===== src/rtl/bombman_pkg.sv =====
// Shared grid geometry, bomb-state encodings and cell addressing for the
// bomb pipeline stages.
package bombman_pkg;

  localparam int GRID_W          = 10;
  localparam int GRID_CELLS      = GRID_W * GRID_W;
  localparam int AREA_MIN        = 1;
  localparam int AREA_MAX        = 8;
  localparam int FLAME_TICKS_DEF = 2;
  localparam int TW              = 2;

  localparam logic [1:0] BOMB_NONE = 2'b00;
  localparam logic [1:0] BOMB_EXPL = 2'b11;

  function automatic int cell_idx(input int x, input int y);
    return GRID_W * x + y;
  endfunction

  function automatic logic in_area(input int x, input int y);
    return (x >= AREA_MIN) && (x <= AREA_MAX) && (y >= AREA_MIN) && (y <= AREA_MAX);
  endfunction

endpackage


===== src/rtl/blast_map_cell.sv =====
// One play-area cell: flame hold timer plus a one-tick chain-request flag
// for a fused bomb caught by fresh flame.
module flame_cell
  import bombman_pkg::*;
#(
  parameter int FLAME_TICKS = FLAME_TICKS_DEF
) (
  input  logic       clk,
  input  logic       rst,
  input  logic       ignite,
  input  logic [1:0] bomb_state,
  output logic       lit,
  output logic       lit_next,
  output logic       chain
);

  logic [TW-1:0] timer_r;
  logic [TW-1:0] timer_s;
  logic          lit_r;
  logic          chain_r;
  logic          chain_s;

  // Next timer value: a fresh ignition reloads even a running timer.
  always_comb begin
    timer_s = timer_r;
    if (ignite) begin
      timer_s = TW'(FLAME_TICKS);
    end else if (timer_r != {TW{1'b0}}) begin
      timer_s = timer_r - TW'(1'b1);
    end else begin
      timer_s = timer_r;
    end
  end

  assign lit_next = (timer_s != {TW{1'b0}});
  assign chain_s  = ignite && (bomb_state != BOMB_NONE) && (bomb_state != BOMB_EXPL);

  // Timer, lit decode and chain flag state.
  always_ff @(posedge clk or posedge rst) begin
    if (rst) begin
      timer_r <= {TW{1'b0}};
      lit_r   <= 1'b0;
      chain_r <= 1'b0;
    end else begin
      timer_r <= timer_s;
      lit_r   <= lit_next;
      chain_r <= chain_s;
    end
  end

  assign lit   = lit_r;
  assign chain = chain_r;

endmodule


===== src/rtl/blast_map.sv =====
// Cross-shaped flame generator: turns exploding bombs into a held flame map,
// chain requests for fused bombs in the blast, and a running blast count.
module blast_map
  import bombman_pkg::*;
#(
  parameter int RADIUS      = 2,
  parameter int FLAME_TICKS = FLAME_TICKS_DEF,
  parameter int CNT_W       = 8
) (
  input  logic                  bombClk,
  input  logic                  rst,
  input  logic [GRID_CELLS-1:0] i_curBombMap_0,
  input  logic [GRID_CELLS-1:0] i_curBombMap_1,
  input  logic [GRID_CELLS-1:0] i_wallMap,
  output logic [GRID_CELLS-1:0] o_flameMap,
  output logic [GRID_CELLS-1:0] o_chainMap,
  output logic                  o_flameActive,
  output logic [CNT_W-1:0]      o_blastCount
);

  function automatic int dir_dx(input int dr);
    case (dr)
      0:       return 32'sd1;
      1:       return -32'sd1;
      default: return 32'sd0;
    endcase
  endfunction

  function automatic int dir_dy(input int dr);
    case (dr)
      2:       return 32'sd1;
      3:       return -32'sd1;
      default: return 32'sd0;
    endcase
  endfunction

  // Cells a flame crosses to reach (x,y) from d steps back along dr, target included.
  function automatic logic [GRID_CELLS-1:0] path_mask(input int x, input int y, input int dr, input int d);
    logic [GRID_CELLS-1:0] m;
    m = '0;
    for (int k = 0; k < d; k++) begin
      m[cell_idx(x - k * dir_dx(dr), y - k * dir_dy(dr))] = 1'b1;
    end
    return m;
  endfunction

  logic [GRID_CELLS-1:0] expl_s;
  logic [GRID_CELLS-1:0] ignite_s;
  logic [GRID_CELLS-1:0] lit_next_s;
  logic [GRID_CELLS-1:0] flame_s;
  logic [GRID_CELLS-1:0] chain_s;
  logic [GRID_CELLS-1:0] unused_border_s;
  logic [CNT_W-1:0]      pop_s;
  logic [CNT_W-1:0]      blast_count_r;
  logic                  flame_active_r;

  for (genvar x = 0; x < GRID_W; x++) begin : g_x
    for (genvar y = 0; y < GRID_W; y++) begin : g_y
      localparam int C = cell_idx(x, y);
      if (in_area(x, y)) begin : g_play
        logic [4*RADIUS-1:0] term_s;
        // Target-centric view: look back along each arm for a bomb whose path is wall-free.
        for (genvar dr = 0; dr < 4; dr++) begin : g_dir
          for (genvar d = 1; d <= RADIUS; d++) begin : g_dist
            localparam int SX = x - d * dir_dx(dr);
            localparam int SY = y - d * dir_dy(dr);
            if (in_area(SX, SY)) begin : g_src
              localparam logic [GRID_CELLS-1:0] PATH = path_mask(x, y, dr, d);
              assign term_s[dr*RADIUS+d-1] = expl_s[cell_idx(SX, SY)] & ~|(i_wallMap & PATH);
            end else begin : g_nosrc
              assign term_s[dr*RADIUS+d-1] = 1'b0;
            end
          end
        end
        assign expl_s[C]          = i_curBombMap_1[C] & i_curBombMap_0[C] & ~i_wallMap[C];
        assign ignite_s[C]        = expl_s[C] | (|term_s);
        assign unused_border_s[C] = 1'b0;
        flame_cell #(.FLAME_TICKS(FLAME_TICKS)) u_cell (
          .clk        (bombClk),
          .rst        (rst),
          .ignite     (ignite_s[C]),
          .bomb_state ({i_curBombMap_1[C], i_curBombMap_0[C]}),
          .lit        (flame_s[C]),
          .lit_next   (lit_next_s[C]),
          .chain      (chain_s[C])
        );
      end else begin : g_border
        assign expl_s[C]          = 1'b0;
        assign ignite_s[C]        = 1'b0;
        assign lit_next_s[C]      = 1'b0;
        assign flame_s[C]         = 1'b0;
        assign chain_s[C]         = 1'b0;
        assign unused_border_s[C] = i_curBombMap_1[C] ^ i_curBombMap_0[C] ^ i_wallMap[C];
      end
    end
  end

  // Number of bombs exploding on this edge.
  always_comb begin
    pop_s = {CNT_W{1'b0}};
    for (int i = 0; i < GRID_CELLS; i++) begin
      pop_s = pop_s + CNT_W'(expl_s[i]);
    end
  end

  // Wrapping blast counter and registered flame-active flag.
  always_ff @(posedge bombClk or posedge rst) begin
    if (rst) begin
      blast_count_r  <= {CNT_W{1'b0}};
      flame_active_r <= 1'b0;
    end else begin
      blast_count_r  <= blast_count_r + pop_s;
      flame_active_r <= |lit_next_s;
    end
  end

  assign o_flameMap    = flame_s;
  assign o_chainMap    = chain_s;
  assign o_flameActive = flame_active_r;
  assign o_blastCount  = blast_count_r;

endmodule

===== config.mk =====
export PLATFORM = sky130hd
export DESIGN_NAME = blast_map
export DESIGN_NICKNAME = d
export VERILOG_FILES = /design/src/rtl/bombman_pkg.sv /design/src/rtl/blast_map_cell.sv /design/src/rtl/blast_map.sv
export SDC_FILE = /design/constraint.sdc
export NUM_CORES = 1
export LEC_CHECK = 0
export CORE_ASPECT_RATIO = 0.9
export CORE_MARGIN = 2
export CORE_UTILIZATION = 30
export CTS_BUF_LIST = sky130_fd_sc_hd__clkbuf_4
export DETAILED_ROUTE_END_ITERATION = 6
export SLEW_MARGIN = 20
export SYNTH_ARGS = -nofsm -noshare
export SYNTH_HDL_FRONTEND = slang
export SYNTH_SLANG_ARGS = --single-unit
export TNS_END_PERCENT = 20

===== constraint.sdc =====
create_clock -name bombClk -period 22.8 [get_ports bombClk]
set_input_delay 6.84 -clock bombClk [delete_from_list [all_inputs] [get_ports bombClk]]
set_output_delay 6.84 -clock bombClk [all_outputs]
set_load 0.05 [all_outputs]

# After elaboration in Yosys (flattened, before gate mapping)
# Index checks and enable logic that the tools add are counted.
dict set report classes {
  n_reduce_logical 673
  n_bitwise 672
  addsub 128
  muxes 128
  n_eq_ne 64
}
# operator n
set ops {}
lappend ops {{$and A1 B1 Y1} 544}
lappend ops {{$add A8 B1 Y8} 62}
lappend ops {{$reduce_bool A2 Y1} 192}
lappend ops {{$mux W2} 128}
lappend ops {{$reduce_or A2 Y1} 112}
lappend ops {{$logic_not A1 Y1} 176}
lappend ops {{$logic_and A1 B1 Y1} 128}
lappend ops {{$ne A2 B2 Y1 const B} 64}
lappend ops {{$reduce_or A8 Y1} 16}
lappend ops {{$sub A2 B1 Y2 const B} 64}
lappend ops {{$reduce_or A6 Y1} 20}
lappend ops {{$reduce_or A7 Y1} 16}
lappend ops {{$not A1 Y1} 64}
lappend ops {{$or A1 B1 Y1} 64}
lappend ops {{$reduce_or A64 Y1} 1}
lappend ops {{$reduce_or A5 Y1} 8}
lappend ops {{$reduce_or A4 Y1} 4}
lappend ops {{$add A8 B8 Y8} 1}
lappend ops {{$add A1 B1 Y2} 1}
dict set report word_totals {
  register_bits 265
  out_inout_bits 209
  wordCells 1859
}

# Depth between registers and ports, before layout
# Gate-level depths: netlist of run 1.
dict set report depth {
  ltp_word 66
  ltp_mapped 24
  mapped_depth_nobuf 24
}

# Cells and area by module
# From an unflattened synthesis of run 1, not the netlist that was laid out.
dict set report hier_totals {
  cells_unflattened 1382
  area_unflattened_um2 14291.2
}
# module cells_per_inst area_per_inst_um2 instances seq_area_each_um2
set by_module_without_submodules {}
lappend by_module_without_submodules {flame_cell 10 140.1 64 100.1}
lappend by_module_without_submodules {blast_map 742 5322.6 1 225.2}

# Least setup slack after synthesis of run 1
# No wires, ideal clock.
dict set report synth_timing {
  path_type {in2reg}
  startpoint {input i_wallMap[12]}
  endpoint {register blast_count_r[6], in the netlist o_blastCount[6]}
  stages 23
  arrival_time_ns 12.790
  path_buffers 0
  t_required_ns 22.720
  slack_ns 9.930
  path_cell_list {nand3b_1 -> inv_1 -> ha_1 -> inv_1 -> fa_1 -> fa_1 -> inv_1 -> fa_1 -> inv_1 -> fa_1 -> fa_1 -> fa_1 -> fa_1 -> fa_1 -> inv_1 -> ha_1 -> fa_1 -> a21oi_1 -> nor2_1 -> nor2_1 -> o21bai_1 -> a21oi_1 -> xnor2_1}
}
dict set report synth_between {
  elab_chain_len 66
}
# element line
set synth_lines {}
lappend synth_lines {{start: declaration} blast_map.sv:14} ;# input logic [GRID_CELLS-1:0] i_wallMap,
lappend synth_lines {{$not A1 Y1} blast_map.sv:75} ;# assign expl_s[C] = i_curBombMap_1[C] & i_curBombMap_0[C] & ~i_wallMap[C];
lappend synth_lines {{$and A1 B1 Y1} blast_map.sv:75}
lappend synth_lines {{$add A1 B1 Y2} blast_map.sv:102} ;# pop_s = pop_s + CNT_W'(expl_s[i]);
lappend synth_lines {{$add A8 B1 Y8 (62 in series)} blast_map.sv:102}
lappend synth_lines {{$add A8 B8 Y8} blast_map.sv:112} ;# blast_count_r <= blast_count_r + pop_s;
lappend synth_lines {{end signal: assignment} blast_map.sv:109} ;# blast_count_r <= {CNT_W{1'b0}};
lappend synth_lines {{end signal: assignment} blast_map.sv:112}
lappend synth_lines {{end: declaration} blast_map.sv:54} ;# logic [CNT_W-1:0] blast_count_r;
# Every way passes these cells.

# Worst setup path after layout of run 1
dict set report layout_timing {
  startpoint {input i_wallMap[43]}
  endpoint {register blast_count_r[6], in the netlist o_blastCount[6]}
}
dict set report layout_between {
  elab_chain_len 41
}
# element line
set layout_lines {}
lappend layout_lines {{$not A1 Y1} blast_map.sv:75}
lappend layout_lines {{$and A1 B1 Y1} blast_map.sv:75}
lappend layout_lines {{$add A8 B1 Y8 (38 in series)} blast_map.sv:102}
lappend layout_lines {{$add A8 B8 Y8} blast_map.sv:112}
# Every way passes these cells.

==> flow_summary.toml, run 1 <==
[run_status]
status = "finished, final reports clean"

[finish]
area_growth_pct = 25.5
design_area_um2 = 19600
drive_above_1_share = 0.104
final_nets = 2170
multiInputGateArea_um2 = 7340
seq_area_um2 = 6630
fillers = 5249

[power]
power_per_cell_area_nw_per_um2 = 98.9
switching_share = 0.416
peakVddDrop_v = 0.0000905
p_sw_w = 0.000806
p_leak_nw = 9.07
intPower_w = 0.00113
clockPowerShare = 0.225
power_w = 0.00194
p_comb_frac = 0.475
seq_power_share = 0.301

[drt]
viasPerCell = 4.82
drc = 0
totalWireLength_um = 55700
drt-initial-drc-count = 818
vias = 12178
routedWlPerCell_um = 22.1
postRouteAntennaNets = 0
drtPass1Iterations = 5

[yosys]
syn-cell-area_um2 = 15600
synthFlopType = "dfrtp_1"
synth_compound_area_frac = 0.129
netlist_instances = 1490
synth_area_leader_cell = "dfrtp_1"
synth_top_family_by_area = "simple AND/OR/NAND/NOR gates"
synth_mux_area_frac = 0
synth.distinct_cells = 76
synth_top_cells_by_area = "dfrtp_1 (42%), buf_4 (9.6%), fa_1 (7.0%)"
synth-seq-cells = 265
ys_warn_count = 0
synth.yosys.seq_area_share = 0.424
avgSynthCellArea_um2 = 10.5
synth-simple-area-share = 0.185
synth_edf_count = 0
synth-async-reset-ratio = 1.00
synth.top_cell.area_share = 0.424
synthAdderAreaFrac = 0.0961
yosys.area_share.xor_xnor = 0.0409

[clocking]
h-tree-depth = 3
cts_resized = 0
ctsHoldBuffers = 0
cts.sinks = 265
max-clock-path-buffers = 3
cts_setup_buffers = 0
cts_tree = "built"
numCtsBuffers = 80
cts.clk_slew.worst_paths_ns = 0.05
clockRootBuffer = "clkbuf_4"
clock_latency_ns = 0.82

[grt]
track_usage = 0.205
grt_max_degree = 149
antenna_found_initial = 22
grt_pass1_vias = 12437
grt_pass1_wl_um = 80300
grt-ovfl-total = 0

[floorplanning]
die_w_um = 245
die_h_um = 221
rows = 79
ios = 511
start_util = 0.303
dieArea_um2 = 53900
core_area_um2 = 51600

[critical_path]
path_common_cell = "fa_1"
crit_required_ns = 23.49
path_cells = "clkdlybuf4s50_1, nand3b_1, inv_1, fa_1, inv_1, fa_1, inv_1, fa_1, inv_1, fa_1, fa_1, fa_1, fa_1, fa_1, inv_1, ha_1, fa_1, a21oi_1, nor2_1, nor2_1, o21bai_1, a21oi_1, xnor2_1"
startpoint_type = "primary input"
critPathMaxFanout = 8
slowest_stage = "clkdlybuf4s50_1"
max_stage_delay_ns = 0.67
worstSetupPathType = "in -> reg"
endpoint_kind = "register"
r2r_cells = 18
crit_arrival_ns = 14.19

[timing]
hold_viol_final = 0
min_period_ns = 13.50
timing.fmax_ghz = 0.0741
worst_slew_pin_slew_ns = 1.04
setup_tns_ns = 0
period_share = 0.592
finalSetupViolCount = 0
grt_setup_unrepaired = "no"
slew_headroom = 0.295
fin_skew_ns = 0.0448
slew_violations = 0

[min_path]
hold_path_depth = 1
hold_path_class = "reg -> reg"

[job]
drv_cap = 0

[placement]
place_area_um2 = 18700
io_buffers = 330
dpl.hpwl_um = 44500
place_congestion = 0.860
==> placed cells by master, fill, tap and decap left out, types with 40 or more instances in the layout <==
cell type and instances:
clkdlybuf4s50_1 330, dfrtp_1 265, nand2_1 113, inv_1 111, clkbuf_4 108, conb_1 72
nor2_1 60, a21oi_1 59, fa_1 55, nand3b_1 48, and2_1 46, a21o_1 40
or2_2 40, xnor2_1 40
==> through the flow <==
step	std cells	setup slack [ns]	utilization	hold slack, ns
2_1_floorplan	1561	8.66	-	0.407
3_3_place_gp	2387	8.65	0.361	0.417
3_5_place_dp	2387	8.62	0.361	0.423
4_1_cts	2510	9.42	0.379	0.431
5_1_grt	2520	9.00	0.380	0.440
6_report	2524	9.30	0.380	0.429
==> flip-flops by register name, summed over array words and instances, names as in the netlist <==
register and count:
o_blastCount 8, g_x.g_y.g_play.u_cell.timer_r 128, g_x.g_y.g_play.u_cell.lit 64, g_x.g_y.g_play.u_cell.chain 64, o_flameActive 1
==> routing by layer <==
layer / part of all wire / track usage / up-vias / wire (um)
met3: 0.082 / 0.0660 / 113 / 4570
li1: - / - / 5510 / -
met4: 0.032 / 0.0780 / 16 / 1780
met1: 0.42 / 0.264 / 6057 / 23500
met2: 0.46 / 0.322 / 482 / 25800
met5: 0.0018 / 0 / - / 103
==> power by group through the flow <==
stage	sequential (W)	clock [W]	combinational, W
after global placement	0.000588	0	0.000913
final	0.000583	0.000436	0.000920
after detailed placement	0.000591	0	0.000903
after CTS	0.000584	0.000455	0.000925
after floorplan	0.000603	0	0.000649
after global routing	0.000591	0.000485	0.00102
==> critical path, delay by kind of cell <==
family	cells	cell delay, ns
xor gates and xnor gates	1	0.15
AOI/OAI and AO/OA	3	0.46
adders and majority gates	10	4.89
and+or+nand+nor	3	0.77
buffers and inverters	6	1.06
==> cell families (layout without fill, tap and decap cells) <==
family,after synthesis,after routing
AO/OA/AOI/OAI,266,266
XOR/XNOR,73,73
adder cells (fa/ha/maj),87,87
buffers and inverters,316,577
flip-flops,265,265
other,1,86
AND/OR/NAND/NOR,482,482
==> area by class of cell <==
cell class | instances | share of cell area
clock inverters | 15 | 0.00472
clock buffers | 108 | 0.0414
inverters | 113 | 0.0221
well taps | 688 | 0.0439
diodes | 14 | 0.00179
repair buffers | 341 | 0.173
multi-input cells | 980 | 0.375
flip-flops and latches | 265 | 0.338
==> path summary, 6_finish.rpt <==
check                      slack (ns)                                               end                                        startpoint
setup reg to reg                16.46                         o_blastCount[6]$_DFF_PP0_                         o_blastCount[0]$_DFF_PP0_
hold reg to reg                  0.43  g_x[3].g_y[7].g_play.u_cell.timer_r[0]$_DFF_PP0_  g_x[3].g_y[7].g_play.u_cell.timer_r[0]$_DFF_PP0_
max in group asynchronous       14.88  g_x[5].g_y[1].g_play.u_cell.timer_r[0]$_DFF_PP0_                                               rst
setup / recovery                 9.30                         o_blastCount[6]$_DFF_PP0_                                     i_wallMap[43]
min in group asynchronous        6.58         g_x[2].g_y[6].g_play.u_cell.lit$_DFF_PP0_                                               rst
hold / removal                   0.43  g_x[3].g_y[7].g_play.u_cell.timer_r[0]$_DFF_PP0_  g_x[3].g_y[7].g_play.u_cell.timer_r[0]$_DFF_PP0_
==> cells in the mapped netlist (all sizes together), types with 5 or more instances <==
library cell,count
nor2,60
a22oi,8
inv,112
and3b,36
nand2b,31
xor2,33
nand4bb,7
or2,40
nand2,113
buf,200
a21oi,59
o211a,7
nor4,11
nand3,5
a21o,41
and2,46
o22ai,7
a31oi,13
dfrtp,265
nor3,10
fa,55
ha,32
nand3b,53
o21ai,12
o211ai,8
o22a,13
a41oi,20
o2111ai,7
or4,9
a211oi,7
o21bai,6
o21a,6
xnor2,40
o32a,5
o41ai,7
nor3b,37
Note: power is estimated with default switching activity, not from simulation.
==> run 2: changes to the inputs <==
clock period = 14.2 ns   (was 22.8 ns; I/O delays follow)
==> run 2 against run 1 <==
  * Register-to-register slack got worse by 8.6 ns
  * Clock power up 60%
  * Critical path type unchanged
  * Non-clock buffer count is 3 higher
  * Die area did not move
  * Sequential share of layout area down 0.073 points
  * Sequential power up 61%
  * Highest routed layer unchanged
  * Flip-flop and latch count unchanged
==> flow_summary.toml, run 2 (synthesis results as in run 1) <==
[timing]
fin_skew_ns = 0.0512
min_period_ns = 10.82
grt_setup_unrepaired = "no"
timing.fmax_ghz = 0.0924
finalSetupViolCount = 0
hold_viol_final = 0
finalWorstSetupSlack_ns = 3.38
slew_headroom = 0.242
setup_tns_ns = 0
hold_slack_ns = 0.430
period_share = 0.762
slew_violations = 0
worst_slew_pin_slew_ns = 1.13

[grt]
grt-ovfl-total = 0
grt_max_degree = 129
antenna_found_initial = 16
grt_pass1_wl_um = 78900
track_usage = 0.201
grt_pass1_vias = 12305

[finish]
largest_reg_flops = 128
area_growth_pct = 25.7
most-common-layout-cells = "clkdlybuf4s50_1 (330), dfrtp_1 (265), clkbuf_4 (115), nand2_1 (113), inv_1 (111)"
fillers = 5130
max_flop_register = "g_x.g_y.g_play.u_cell.timer_r"
final_nets = 2169
final_common_cell = "clkdlybuf4s50_1"
multiInputGateArea_um2 = 7330
drive_above_1_share = 0.107
design_area_um2 = 19600
seq_area_um2 = 6630

[clocking]
ctsHoldBuffers = 0
max-clock-path-buffers = 3
clockRootBuffer = "clkbuf_4"
numCtsBuffers = 76
cts_setup_buffers = 0
clock_latency_ns = 0.81
cts_tree = "built"
cts.sinks = 265
cts_resized = 0
h-tree-depth = 3
cts.clk_slew.worst_paths_ns = 0.05

[drt]
viasPerCell = 4.75
drc = 0
drtPass1Iterations = 5
routedWlPerCell_um = 21.6
vias = 12024
postRouteAntennaNets = 0
totalWireLength_um = 54800
drt-initial-drc-count = 684

[critical_path]
crit_arrival_ns = 11.49
critPathMaxFanout = 8
crit_family = "adder cells"
r2r_slack_ns = 7.91
path_buf_inv = 6
path_common_cell = "fa_1"
path_cells = "clkdlybuf4s50_1, nand3b_1, inv_1, fa_1, inv_1, fa_1, inv_1, fa_1, inv_1, fa_1, fa_1, fa_1, fa_1, fa_1, inv_1, ha_1, fa_1, a21oi_1, nor2_1, nor2_1, o21bai_1, a21oi_1, xnor2_1"
startpoint_type = "primary input"
max_stage_delay_ns = 0.65
worstSetupPathType = "in -> reg"
endpoint_kind = "register"
slowest_stage = "clkdlybuf4s50_1"
crit_required_ns = 14.87

[power]
peakVddDrop_v = 0.000182
power_per_cell_area_nw_per_um2 = 158
p_leak_nw = 9.09

[placement]
place_congestion = 0.865
dpl.hpwl_um = 44300
place_area_um2 = 18700
io_buffers = 330
preCtsSetupSlack_ns = 2.62

[floorplanning]
die_h_um = 221
ios = 511
dieArea_um2 = 53900
rows = 79
die_w_um = 245
core_area_um2 = 51600
start_util = 0.303

[run_status]
status = "finished, final reports clean"

[min_path]
hold_path_class = "reg -> reg"

[job]
drv_cap = 0
-- run 2: routing by layer --
metal | wire (um) | global-route usage
met5 | 94 | 0
met4 | 1530 | 0.0683
met3 | 4150 | 0.0593
met2 | 25700 | 0.324
met1 | 23300 | 0.259
-- run 2: worst reg2reg max path, delay by kind of cell, from the launching register on --
family / cells / cell delay (ns)
AO/OA/AOI/OAI: 3 / 0.45
XOR/XNOR: 1 / 0.17
adder cells (fa/ha/maj): 10 / 4.84
buffers and inverters: 2 / 0.09
flip-flops: 1 / 0.40
AND/OR/NAND/NOR: 2 / 0.21
-- run 2: area by class of cell --
type                    count  area share
diodes                     13     0.00166
clock buffers             115      0.0439
clock inverters            16     0.00357
inverters                 113      0.0220
multi-input cells         980       0.373
flip-flops and latches    265       0.338
well taps                 688      0.0438
repair buffers            344       0.174
-- run 2: power breakdown --
part / switching [W] / total, W / leakage, nW / internal (W)
Clock: 0.000331 / 0.000698 / 0.556 / 0.000367
Sequential: 0.0000602 / 0.000936 / 3.32 / 0.000875
Combinational: 0.000899 / 0.00148 / 5.22 / 0.000581
-- run 2: final timing paths --
kind	cells after the start	from	to
worst max-delay path	23	i_wallMap[43]	o_blastCount[6]$_DFF_PP0_
worst min-delay path	1	g_x[7].g_y[1].g_play.u_cell.timer_r[0]$_DFF_PP0_	g_x[7].g_y[1].g_play.u_cell.timer_r[0]$_DFF_PP0_
worst max register to register	18	o_blastCount[0]$_DFF_PP0_	o_blastCount[6]$_DFF_PP0_
worst min register to register	1	g_x[7].g_y[1].g_play.u_cell.timer_r[0]$_DFF_PP0_	g_x[7].g_y[1].g_play.u_cell.timer_r[0]$_DFF_PP0_
max in group asynchronous	5	rst	g_x[8].g_y[1].g_play.u_cell.chain$_DFF_PP0_
min in group asynchronous	2	rst	g_x[2].g_y[6].g_play.u_cell.lit$_DFF_PP0_
-- run 2: stage by stage --
stage | utilization | std cells | power, W
floorplan | - | 1561 | 0.00201
global placement | 0.361 | 2389 | 0.00241
detailed placement | 0.362 | 2389 | 0.00241
CTS | 0.380 | 2520 | 0.00316
global route | 0.381 | 2532 | 0.00337
finish | 0.381 | 2534 | 0.00311
